==> config.mk <==
export PLATFORM = sky130hd
export DESIGN_NAME = loba0_div_seq
export DESIGN_NICKNAME = d
export VERILOG_FILES = /design/src/rtl/loba0_div_seq.sv
export SDC_FILE = /design/constraint.sdc
export NUM_CORES = 1
export LEC_CHECK = 0
export ABC_AREA = 1
export CORE_MARGIN = 4
export CORE_UTILIZATION = 35
export DETAILED_ROUTE_END_ITERATION = 10
export PLACE_DENSITY_LB_ADDON = 0.3
export REMOVE_ABC_BUFFERS = 1
export SYNTH_ARGS = -nofsm -noshare
export SYNTH_HDL_FRONTEND = slang
export SYNTH_SLANG_ARGS = --single-unit
==> constraint.sdc <==
create_clock -name clk -period 4.7 [get_ports clk]
set_input_delay 0.47 -clock clk [delete_from_list [all_inputs] [get_ports clk]]
set_output_delay 0.47 -clock clk [all_outputs]
set_load 0.02 [all_outputs]
==> src/rtl/loba0_div_seq.sv <==
// Sequential approximate divider: leading-one normalisation of both operands,
// a restoring divide of the W-bit windows, then rescale by the exponent difference.
module loba0_div_seq #(
  parameter int N = 16,
  parameter int W = 4,
  parameter int F = 8
) (
  input  logic         clk,
  input  logic         rst_n,
  input  logic         in_valid,
  output logic         in_ready,
  input  logic [N-1:0] a,
  input  logic [N-1:0] b,
  output logic         out_valid,
  input  logic         out_ready,
  output logic [N-1:0] q,
  output logic         dbz
);

  localparam int KW = $clog2(N);
  localparam int DW = W + F;
  localparam int CW = $clog2(DW + 1);
  localparam int EW = N + DW;

  typedef enum logic [2:0] {S_IDLE, S_NORM, S_DIV, S_SHIFT, S_DONE} state_t;

  state_t        r_state, w_state_next;
  logic [N-1:0]  r_a, r_b, r_q;
  logic [KW-1:0] r_ka, r_kb;
  logic [W-1:0]  r_bh, r_rem;
  logic [DW-1:0] r_quo;
  logic [CW-1:0] r_cnt;
  logic          r_dbz;

  // Highest set bit; a zero operand reports position 0.
  function automatic logic [KW-1:0] lead_one(input logic [N-1:0] x);
    lead_one = '0;
    for (int i = 0; i < N; i++)
      if (x[i]) lead_one = KW'(i);
  endfunction

  logic [KW-1:0] w_ka, w_kb;
  logic [N-1:0]  w_a_shl, w_b_shl;
  logic [W-1:0]  w_ah, w_bh;

  assign w_ka    = lead_one(r_a);
  assign w_kb    = lead_one(r_b);
  assign w_a_shl = r_a << (KW'(N - 1) - w_ka);
  assign w_b_shl = r_b << (KW'(N - 1) - w_kb);
  assign w_ah    = W'(w_a_shl >> (N - W));
  assign w_bh    = W'(w_b_shl >> (N - W));

  // Restoring step: quotient bits shift in from the bottom as dividend bits leave the top.
  logic [W:0]   w_rem_sh;
  logic         w_ge;
  logic [W-1:0] w_rem_next;

  assign w_rem_sh   = {r_rem, r_quo[DW-1]};
  assign w_ge       = (w_rem_sh >= {1'b0, r_bh});
  assign w_rem_next = w_ge ? W'(w_rem_sh - {1'b0, r_bh}) : W'(w_rem_sh);

  logic [KW+1:0] w_s, w_s_neg;
  logic [EW-1:0] w_qm_ext;
  logic [N-1:0]  w_q_scaled;

  assign w_s      = {2'b00, r_ka} - {2'b00, r_kb} - (KW + 2)'(F);
  assign w_s_neg  = -w_s;
  assign w_qm_ext = EW'(r_quo);

  always_comb begin
    w_q_scaled = '0;
    if (w_s[KW+1]) w_q_scaled = N'(w_qm_ext >> w_s_neg);
    else           w_q_scaled = N'(w_qm_ext << w_s);
  end

  always_ff @(posedge clk or negedge rst_n) begin
    if (!rst_n) r_state <= S_IDLE;
    else        r_state <= w_state_next;
  end

  always_comb begin
    w_state_next = r_state;
    case (r_state)
      S_IDLE:  if (in_valid) w_state_next = S_NORM;
      S_NORM:  w_state_next = (r_b == '0) ? S_SHIFT : S_DIV;
      S_DIV:   if (r_cnt == CW'(1)) w_state_next = S_SHIFT;
      S_SHIFT: w_state_next = S_DONE;
      S_DONE:  if (out_ready) w_state_next = S_IDLE;
      default: w_state_next = S_IDLE;
    endcase
  end

  always_ff @(posedge clk or negedge rst_n) begin
    if (!rst_n) begin
      r_a   <= '0;
      r_b   <= '0;
      r_ka  <= '0;
      r_kb  <= '0;
      r_bh  <= '0;
      r_rem <= '0;
      r_quo <= '0;
      r_cnt <= '0;
      r_q   <= '0;
      r_dbz <= 1'b0;
    end else begin
      case (r_state)
        S_IDLE: if (in_valid) begin
          r_a   <= a;
          r_b   <= b;
          r_dbz <= 1'b0;
        end
        S_NORM: begin
          r_ka  <= w_ka;
          r_kb  <= w_kb;
          r_bh  <= w_bh;
          r_quo <= {w_ah, F'(0)};
          r_rem <= '0;
          r_cnt <= CW'(DW);
          if (r_b == '0) begin
            r_q   <= '1;
            r_dbz <= 1'b1;
          end
        end
        S_DIV: begin
          r_rem <= w_rem_next;
          r_quo <= {r_quo[DW-2:0], w_ge};
          r_cnt <= r_cnt - CW'(1);
        end
        S_SHIFT: if (!r_dbz) r_q <= w_q_scaled;
        default: ;
      endcase
    end
  end

  assign in_ready  = (r_state == S_IDLE);
  assign out_valid = (r_state == S_DONE);
  assign q         = r_q;
  assign dbz       = r_dbz;

endmodule

==> Word-level counts from Yosys, hierarchy flattened <==
Cells that the tools add are included.
{ "totals": {"regBits": 84, "in_bits": 36, "out_inout_bits": 19, "word_cells": 88} }
{ "classes": {"n_addsub": 7, "magnitude_cmp": 1, "eq_ne": 10, "shifts": 4, "muxes": 46, "n_reduce_logical": 9} }
{ "op_table": {"columns": ["operator", "n"], "rows": [
  ["$mux 4", 25],
  ["$mux 16", 3],
  ["$pmux 16 s2", 1],
  ["$shl 16x4->16", 2],
  ["$pmux 12 s2", 1],
  ["$logic_not 16->1", 1],
  ["$pmux 4 s2", 2],
  ["$shl 12x6->16", 1],
  ["$shr 12x6->16", 1],
  ["$mux 3", 5],
  ["$pmux 3 s5", 1],
  ["$reduce_and 3->1", 3],
  ["$ne 2x2->1 const B", 4],
  ["$sub 4x4->4 const A", 2],
  ["$eq 3x2->1 const B", 2],
  ["$neg 6->6", 1],
  ["$reduce_bool 2->1", 3],
  ["$sub 5x5->6 const B", 1],
  ["$ge 5x4->1", 1],
  ["$mux 1", 5],
  ["$sub 4x4->5", 1],
  ["$eq 4x1->1 const B", 1],
  ["$mux 2", 2],
  ["$sub 4x1->4 const B", 1],
  ["other kinds (7)", 7]
]} }

==> Depth between registers and ports, before layout <==
Gate-level depths: netlist of run 1.
{ "logic_depth": {"word_depth": 18, "mapped_depth": 22, "depth_no_buf": 22} }

==> Least setup slack after synthesis of run 1 <==
No wires, ideal clock.
{ "synth_timing": {"kind": "register -> register", "startpoint": "register r_ka[0]", "endpoint": "register r_q[2], in the netlist q[2]", "setup_ns": 0.073, "t_arrival_ns": 2.769, "slack_ns": 1.858, "stages_incl_launch_ff": 15, "n_path_buf": 1, "period_less_slack_ns": 2.842, "cell_sequence": "dfrtp_1 inv_1 ha_1 inv_2 fa_1 inv_1 clkbuf_1 ha_1 inv_1 xor2_2 clkinv_1 o211ai_1 nand3_1 a21o_1 a21oi_2"} }
{ "synth_via": {"elab_chain_cells": 7, "word_cells_on_any_way": 8} }
{ "synth_rtl": {"columns": ["element", "line_no", "text"], "rows": [
  ["start, declared", "29", "logic [KW-1:0] r_ka, r_kb;"],
  ["start signal, assigned", "113", "r_ka <= w_ka;"],
  ["$sub 4x4->5 (*)", "66", "assign w_s = {2'b00, r_ka} - {2'b00, r_kb} - (KW + 2)'(F);"],
  ["$sub 5x5->6 (*)", "66", null],
  ["$neg 6->6", "67", "assign w_s_neg = -w_s;"],
  ["$shr 12x6->16", "72", "if (w_s[KW+1]) w_q_scaled = N'(w_qm_ext >> w_s_neg);"],
  ["$mux 16 (*)", "72", null],
  ["$mux 16 (*)", "129", "S_SHIFT: if (!r_dbz) r_q <= w_q_scaled;"],
  ["$pmux 16 s2 (*)", "106", "case (r_state)"],
  ["end signal, assigned", "129", null],
  ["end, declared", "28", "logic [N-1:0] r_a, r_b, r_q;"]
]} }
Mark *: on every way between the ends. The rest lies on a longest branch, timed or not. The select of a mux whose other input is x is not followed.
A chain may end at the register's enable or synchronous reset.

==> Worst setup path in the final report of run 1 <==
Ends and elaborated chain as after synthesis.

==> flow_summary.rst, run 1 <==
.. list-table::
   :header-rows: 1

   * - Metric
     - Value
   * - Global-route wire length before repair
     - 24.61 mm
   * - Total placed instance area
     - 0.006570 sq mm
   * - Netlist area before placement
     - 0.005869 sq mm
   * - Chip Width
     - 137.5 um
   * - Clock Tree Root
     - sky130_fd_sc_hd__clkbuf_16
   * - Std-Cell Core Area
     - 0.01652 sq mm
   * - Vias in the first global route
     - 5098
   * - Wirelength per Cell
     - 12.51 um
   * - # placed instances
     - 1118
   * - Worst Setup Start Kind
     - register
   * - Synthesized flop and latch total
     - 84
   * - H-tree level count
     - 3
   * - Worst endpoint required time
     - 4.99 ns
   * - Primary flip-flop cell chosen by synthesis mapping
     - sky130_fd_sc_hd__dfrtp_1
   * - Min-delay worst type
     - in -> async
   * - Relative slew margins
     - 49.87%
   * - Area used by multi-input combinational logic
     - 0.003201 sq mm
   * - Arr. time, crit path
     - 3.83 ns
   * - Area share of and/or/nand/nor cells after synthesis
     - 32.79%
   * - Total number of placement rows
     - 47
   * - Clock-pin slew reported for the worst setup and hold paths after clock tree synthesis
     - 0.07 ns
   * - Post-Syn Area per Cell
     - 6.731 sq um
   * - Grt ovf
     - 0
   * - Highest routing layer actually used
     - met4
   * - Detailed-route wire length on metal 1
     - 7.022 mm
   * - Largest net degree at the start of global routing
     - 62
   * - Yosys warning count
     - 0
   * - Number of nets in the final layout
     - 960
   * - Commonest non-fill, non-tap cell in the layout
     - sky130_fd_sc_hd__nand2_1
   * - Routed WL
     - 14.19 mm
   * - Final cell count without fillers
     - 1134
   * - Combined global-route utilization of all metal layers
     - 16.03%
   * - Placed wire-length estimate
     - 10.85 mm
   * - Largest family of logic cells by synthesized area
     - simple AND/OR/NAND/NOR gates
   * - Count of different cell masters after synthesis
     - 50
   * - Die Y-Extent
     - 137.5 um
   * - Number of flops mapped to enable cells by yosys
     - 0
   * - Detailed-routed wire length on met2
     - 6.429 mm
   * - Share of the synthesized netlist area taken by xor and xnor gates
     - 1.045%
   * - Gp weighted congestion
     - 0.9129
   * - Clock latency on the worst-skew pair
     - 0.35 ns
   * - Antenna diodes
     - 0
   * - Worst-margin pin slew
     - 0.7519 ns
   * - Hold buffer count at CTS
     - 0
   * - Buffers from clock root to sink, at most
     - 2
   * - Detailed route wirelength on metal3
     - 564 um
   * - Area growth from synthesis to layout
     - 17.35%
   * - Combined flip-flop and latch cell area
     - 0.002102 sq mm
   * - Number of port buffers
     - 54
   * - RSZ-0062 raised after global routing
     - no
   * - CTS Buf Count
     - 9
   * - Setup Total Neg Slack
     - 0 ns
   * - Biggest fanout along the worst timing path
     - 15
   * - Setup-failing EPs final
     - 0
   * - Number of design-rule violations left by the first detailed-router iteration
     - 353
   * - Detailed-routing iteration count for the pre-antenna-repair pass
     - 4
   * - IO Count
     - 55
   * - CTS Sinks
     - 84
   * - Number of routed nets with antenna violations
     - 0
   * - Post-synthesis sequential area ratio
     - 35.81%
   * - Crit. End Element
     - register
   * - Max-slew violation count
     - 0
   * - Top achievable clock speed
     - 0.2826 GHz
   * - Fillcell total
     - 1785
   * - Total via count in the routed design
     - 5535
   * - Die area
     - 0.01890 sq mm
   * - Synthesized-area fraction occupied by ao, oa, aoi and oai cells
     - 16.90%
   * - Start-to-end type of the worst setup path
     - reg -> reg
   * - Antenna violations before repair
     - 0
   * - Ratio of routed vias to standard cells
     - 4.881
   * - Post_cts resized
     - 0
   * - Buffer count from post-CTS setup fixing
     - 0
   * - Fraction of layout cells with a size suffix above 1
     - 5.689%
   * - Final Hold Viols
     - 0
   * - Instance count of the mapped netlist
     - 872
   * - Ratio of final minimum period to clock period
     - 75.30%
   * - Worst clock skew
     - 0.01080 ns
   * - Clock tree from TritonCTS
     - done
   * - Outcome
     - finished clean
   * - Mux contribution to synthesized area
     - 0.3411%
   * - Final routed DRC violation total
     - 0
   * - Post-synthesis adder-cell area fraction
     - 3.453%
   * - Initial Util
     - 35.52%
   * - Top library cells by usage in the layout, fill and taps aside
     - 247 x sky130_fd_sc_hd__nand2_1, 103 x sky130_fd_sc_hd__inv_1, 90 x sky130_fd_sc_hd__nand3_1
   * - Count of cells along the worst register-to-register path
     - 13
   * - Time the final worst path needs with I/O delays and setup
     - 3.539 ns
   * - Async set-or-reset flop fraction in the synthesized netlist
     - 100.0%
   * - Post-route cell area
     - 0.006888 sq mm
   * - Maxcap violations
     - 0
-- per-stage QoR --
step	utilization, %	setup slack, ns	hold slack, ns
2_1_floorplan	-	1.561	0.1744
3_3_place_gp	39.76	1.251	0.3956
3_5_place_dp	39.76	1.182	0.3935
4_1_cts	41.68	1.159	0.01242
5_1_grt	41.68	0.7925	0.03012
6_report	41.68	1.161	0.006901
-- per-layer routing --
metal  vias up  track usage [%]
met5         -                0
met4         0            3.492
met3        17            3.871
met2       113            25.38
met1      2473            22.27
li1       2932                -
-- critical path: stages, from the launching register on --
cell and delay [ns]:
sky130_fd_sc_hd__dfrtp_1 0.38, sky130_fd_sc_hd__inv_1 0.06, sky130_fd_sc_hd__ha_1 0.15, sky130_fd_sc_hd__inv_2 0.05
sky130_fd_sc_hd__fa_1 0.74, sky130_fd_sc_hd__inv_1 0.30, sky130_fd_sc_hd__ha_1 0.29, sky130_fd_sc_hd__inv_1 0.10
sky130_fd_sc_hd__xor2_2 0.46, sky130_fd_sc_hd__clkinv_1 0.38, sky130_fd_sc_hd__o211ai_1 0.19, sky130_fd_sc_hd__nand3_1 0.10
sky130_fd_sc_hd__a21o_1 0.18, sky130_fd_sc_hd__a21oi_2 0.11
-- final cells by class --
class / count / share of cell area, %
repair buffers: 57 / 8.138
multi-input cells: 644 / 46.47
inverters: 113 / 6.267
clock buffers: 11 / 3.379
flip-flops and latches: 84 / 30.52
well taps: 220 / 3.996
clock inverters: 5 / 1.235
-- Yosys cell counts, drive strengths merged (9+ instances only) --
| library cell | count | area [sq um] |
|---|---|---|
| o21ai | 99 | 514.2 |
| buf | 13 | 67.56 |
| nor3 | 13 | 65.06 |
| a21oi | 32 | 167.7 |
| ha | 13 | 162.7 |
| dfrtp | 84 | 2102 |
| clkbuf | 18 | 67.56 |
| o211ai | 9 | 67.56 |
| nor2 | 72 | 290.3 |
| a31oi | 11 | 68.82 |
| nand2 | 257 | 1013 |
| o22ai | 15 | 93.84 |
| nand3 | 92 | 470.5 |
| inv | 110 | 420.4 |
-- logic make-up (layout without fill, tap and decap cells) --
group,after synthesis,after routing
and+or+nand+nor,447,447
AOI/OAI and AO/OA,176,176
buffers and inverters,144,186
DFF,84,84
adders and majority gates,15,15
xor gates and xnor gates,4,4
muxes,2,2
-- worst paths after layout --
path	slack, ns	start	end
worst min register to register	0.48	r_kb[2]	r_kb[2]
worst min-delay path	0.007	rst_n	q[1]
worst max-delay path	1.16	r_ka[0]	q[2]
max in group asynchronous	3.65	rst_n	r_a[3]
min in group clk	0.48	r_kb[2]	r_kb[2]
worst max register to register	1.16	r_ka[0]	q[2]
-- sequential cells by signal, indices dropped and copies added (netlist names) --
register	count
r_a	16
r_state	3
r_b	16
r_cnt	4
r_kb	4
q	16
r_ka	4
r_rem	4
r_quo	12
dbz	1
r_bh	4
Power of run 1 is left out: the tool's default activity adds up to more than one toggle a clock period on the data nets, which glitch-free logic cannot reach.
==> inputs of run 2 (changes only) <==
- clock period: 4.7 -> 3.6 ns (I/O delays scaled with it)
==> flow_summary.rst, run 2 (synthesis gave the netlist of run 1 again) <==
.. list-table::
   :header-rows: 1

   * - Metric
     - Value
   * - Gp weighted congestion
     - 0.9012 (-1.3%)
   * - Outcome
     - finished clean
   * - Maxcap violations
     - 0 (unchanged)
   * - Relative slew margins
     - 46.11% (-3.8 points)
   * - Start-to-end type of the worst setup path
     - reg -> reg
   * - FF-to-FF End
     - q[11]
   * - Setup Total Neg Slack
     - 0 ns (unchanged)
   * - Worst-margin pin slew
     - 0.8084 ns (+0.05646 ns)
   * - Combined global-route utilization of all metal layers
     - 16.71% (+0.68 points)
   * - Buffer count from post-CTS setup fixing
     - 0 (unchanged)
   * - Clock Tree Root
     - sky130_fd_sc_hd__clkbuf_16
   * - Final Hold Viols
     - 0 (unchanged)
   * - Hold buffer count at CTS
     - 0 (unchanged)
   * - IO Count
     - 55 (unchanged)
   * - Die area
     - 0.01890 sq mm (unchanged)
   * - Worst endpoint required time
     - 3.87 ns (-1.12 ns)
   * - Global-route wire length before repair
     - 25.50 mm (+3.6%)
   * - Die Y-Extent
     - 137.5 um (unchanged)
   * - Clock-pin slew reported for the worst setup and hold paths after clock tree synthesis
     - 0.06 ns (about the same)
   * - Chip Width
     - 137.5 um (unchanged)
   * - Min-delay worst type
     - in -> async
   * - Number of port buffers
     - 54 (unchanged)
   * - Final routed DRC violation total
     - 0 (unchanged)
   * - CTS Sinks
     - 84 (unchanged)
   * - Ratio of routed vias to standard cells
     - 4.947 (+1.3%)
   * - Worst clock skew
     - 0.006910 ns (-0.003892 ns)
   * - Total via count in the routed design
     - 5649 (+2.1%)
   * - Area growth from synthesis to layout
     - 18.12%
   * - Commonest non-fill, non-tap cell in the layout
     - sky130_fd_sc_hd__nand2_1
   * - Max-slew violation count
     - 0 (unchanged)
   * - Post_cts resized
     - 0 (unchanged)
   * - Placed wire-length estimate
     - 11.30 mm (+4.1%)
   * - Clock latency on the worst-skew pair
     - 0.35 ns (about the same)
   * - Ratio of final minimum period to clock period
     - 88.44% (+13 points)
   * - RSZ-0062 raised after global routing
     - no
   * - Critical Path Slowest Stage Cell
     - sky130_fd_sc_hd__dfrtp_1
   * - Vias in the first global route
     - 5307 (+4.1%)
   * - Top achievable clock speed
     - 0.3141 GHz (+11%)
   * - Wirelength per Cell
     - 13.09 um (+4.6%)
   * - Total number of placement rows
     - 47 (unchanged)
   * - Number of design-rule violations left by the first detailed-router iteration
     - 389 (+10%)
   * - Arr. time, crit path
     - 3.45 ns (-0.38 ns)
   * - Initial Util
     - 35.52% (unchanged)
   * - H-tree level count
     - 3 (unchanged)
   * - R2R setup slack
     - 0.42 ns (-0.74 ns)
   * - Buffers from clock root to sink, at most
     - 2 (unchanged)
   * - Detailed-routing iteration count for the pre-antenna-repair pass
     - 5 (+1)
   * - Number of routed nets with antenna violations
     - 0 (unchanged)
   * - Crit path cell chain
     - ha_1, nand2_1, nand2_1, a21oi_2, or2_4, nand2_8, inv_4, ha_1, buf_4, nand2_1, o21ai_0, inv_1, o21ai_0, nand2_1, a21oi_1, a21oi_1, a21oi_1
   * - Crit. End Element
     - register
   * - Largest stage delay on the critical path
     - 0.42 ns (-0.32 ns)
   * - Clock tree from TritonCTS
     - done
   * - Cell with the most instances on the worst path
     - sky130_fd_sc_hd__nand2_1
   * - Std-Cell Core Area
     - 0.01652 sq mm (unchanged)
   * - Crit Reg-Reg Startpoint
     - r_ka[1]
   * - Routed WL
     - 14.94 mm (+5.3%)
   * - Antenna diodes
     - 0 (unchanged)
   * - Time the final worst path needs with I/O delays and setup
     - 3.184 ns (-0.3555 ns)
   * - Biggest fanout along the worst timing path
     - 11 (-4)
   * - Fraction of layout cells with a size suffix above 1
     - 6.616% (+0.93 points)
   * - Setup-failing EPs final
     - 0 (unchanged)
   * - Antenna violations before repair
     - 0 (unchanged)
   * - Number of nets in the final layout
     - 968 (+0.83%)
   * - Top library cells by usage in the layout, fill and taps aside
     - 247 x sky130_fd_sc_hd__nand2_1, 103 x sky130_fd_sc_hd__inv_1, 90 x sky130_fd_sc_hd__nand3_1
   * - Worst Setup Start Kind
     - register
   * - Fillcell total
     - 1745 (-2.2%)
   * - Largest net degree at the start of global routing
     - 62 (unchanged)
   * - CTS Buf Count
     - 9 (unchanged)
   * - Grt ovf
     - 0 (unchanged)
   * - Count of cells along the worst register-to-register path
     - 17 (+4)
## run 2: cell types whose count changed in the layout (fill, tap and decap cells not counted)
cell                        previous run  this run
sky130_fd_sc_hd__bufinv_16             2         1
sky130_fd_sc_hd__buf_4                 4        12
sky130_fd_sc_hd__clkinv_2              0         1
sky130_fd_sc_hd__clkbuf_1              2         1
sky130_fd_sc_hd__clkbuf_8              0         1
## run 2: worst max-delay path by stage
| stage | start | to | cells after the start |
|---|---|---|---|
| after CTS | r_ka[1] | q[11] | 17 |
| after floorplan | r_ka[0] | q[2] | 13 |
| final | r_ka[1] | q[11] | 17 |
| after detailed placement | r_ka[1] | q[11] | 17 |
| after global placement | r_ka[1] | q[11] | 17 |
| after global routing | r_kb[1] | q[13] | 18 |
## run 2: layer usage
| layer | part of all wire, % | global-route usage (%) |
|---|---|---|
| met1 | 49 | 22.55 |
| met2 | 46 | 27.39 |
| met3 | 3.7 | 3.104 |
| met4 | 1.5 | 4.712 |
| met5 | 0 | 0 |
## run 2: cell type report
cell class	instances	area, sq um	area share [%]
Inverter	113	431.7	6.226
Timing Repair Buffer	65	620.6	8.951
Sequential cell	84	2102	30.32
Clock buffer	11	242.7	3.501
Clock inverter	5	60.06	0.8663
Tap cell	220	275.3	3.970
Multi-Input combinational cell	644	3201	46.16
## run 2: critical path, delay by kind of cell, from the launching register on
family                     cells  cell delay, ns
AOI/OAI and AO/OA              6            1.13
DFF                            1            0.42
and+or+nand+nor                6            0.51
adders and majority gates      2            0.63
buffers and inverters          3            0.41
## run 2: through the flow
| stage | cell area, sq um | hold slack, ns | worst slack [ns] | utilization (%) | instances |
|---|---|---|---|---|---|
| detailed placement | 6630 | 0.4723 | 0.4471 | 40.12 | 1126 |
| global route | 6933 | 0.1886 | 0.09255 | 41.96 | 1142 |
| global placement | 6630 | 0.4668 | 0.4330 | 40.12 | 1126 |
| finish | 6933 | 0.1102 | 0.4163 | 41.96 | 1142 |
| floorplan | 5734 | 0.06441 | 0.4607 | - | 841 |
| CTS | 6933 | 0.1454 | 0.4255 | 41.96 | 1142 |
Power of run 2 is left out for the same reason.
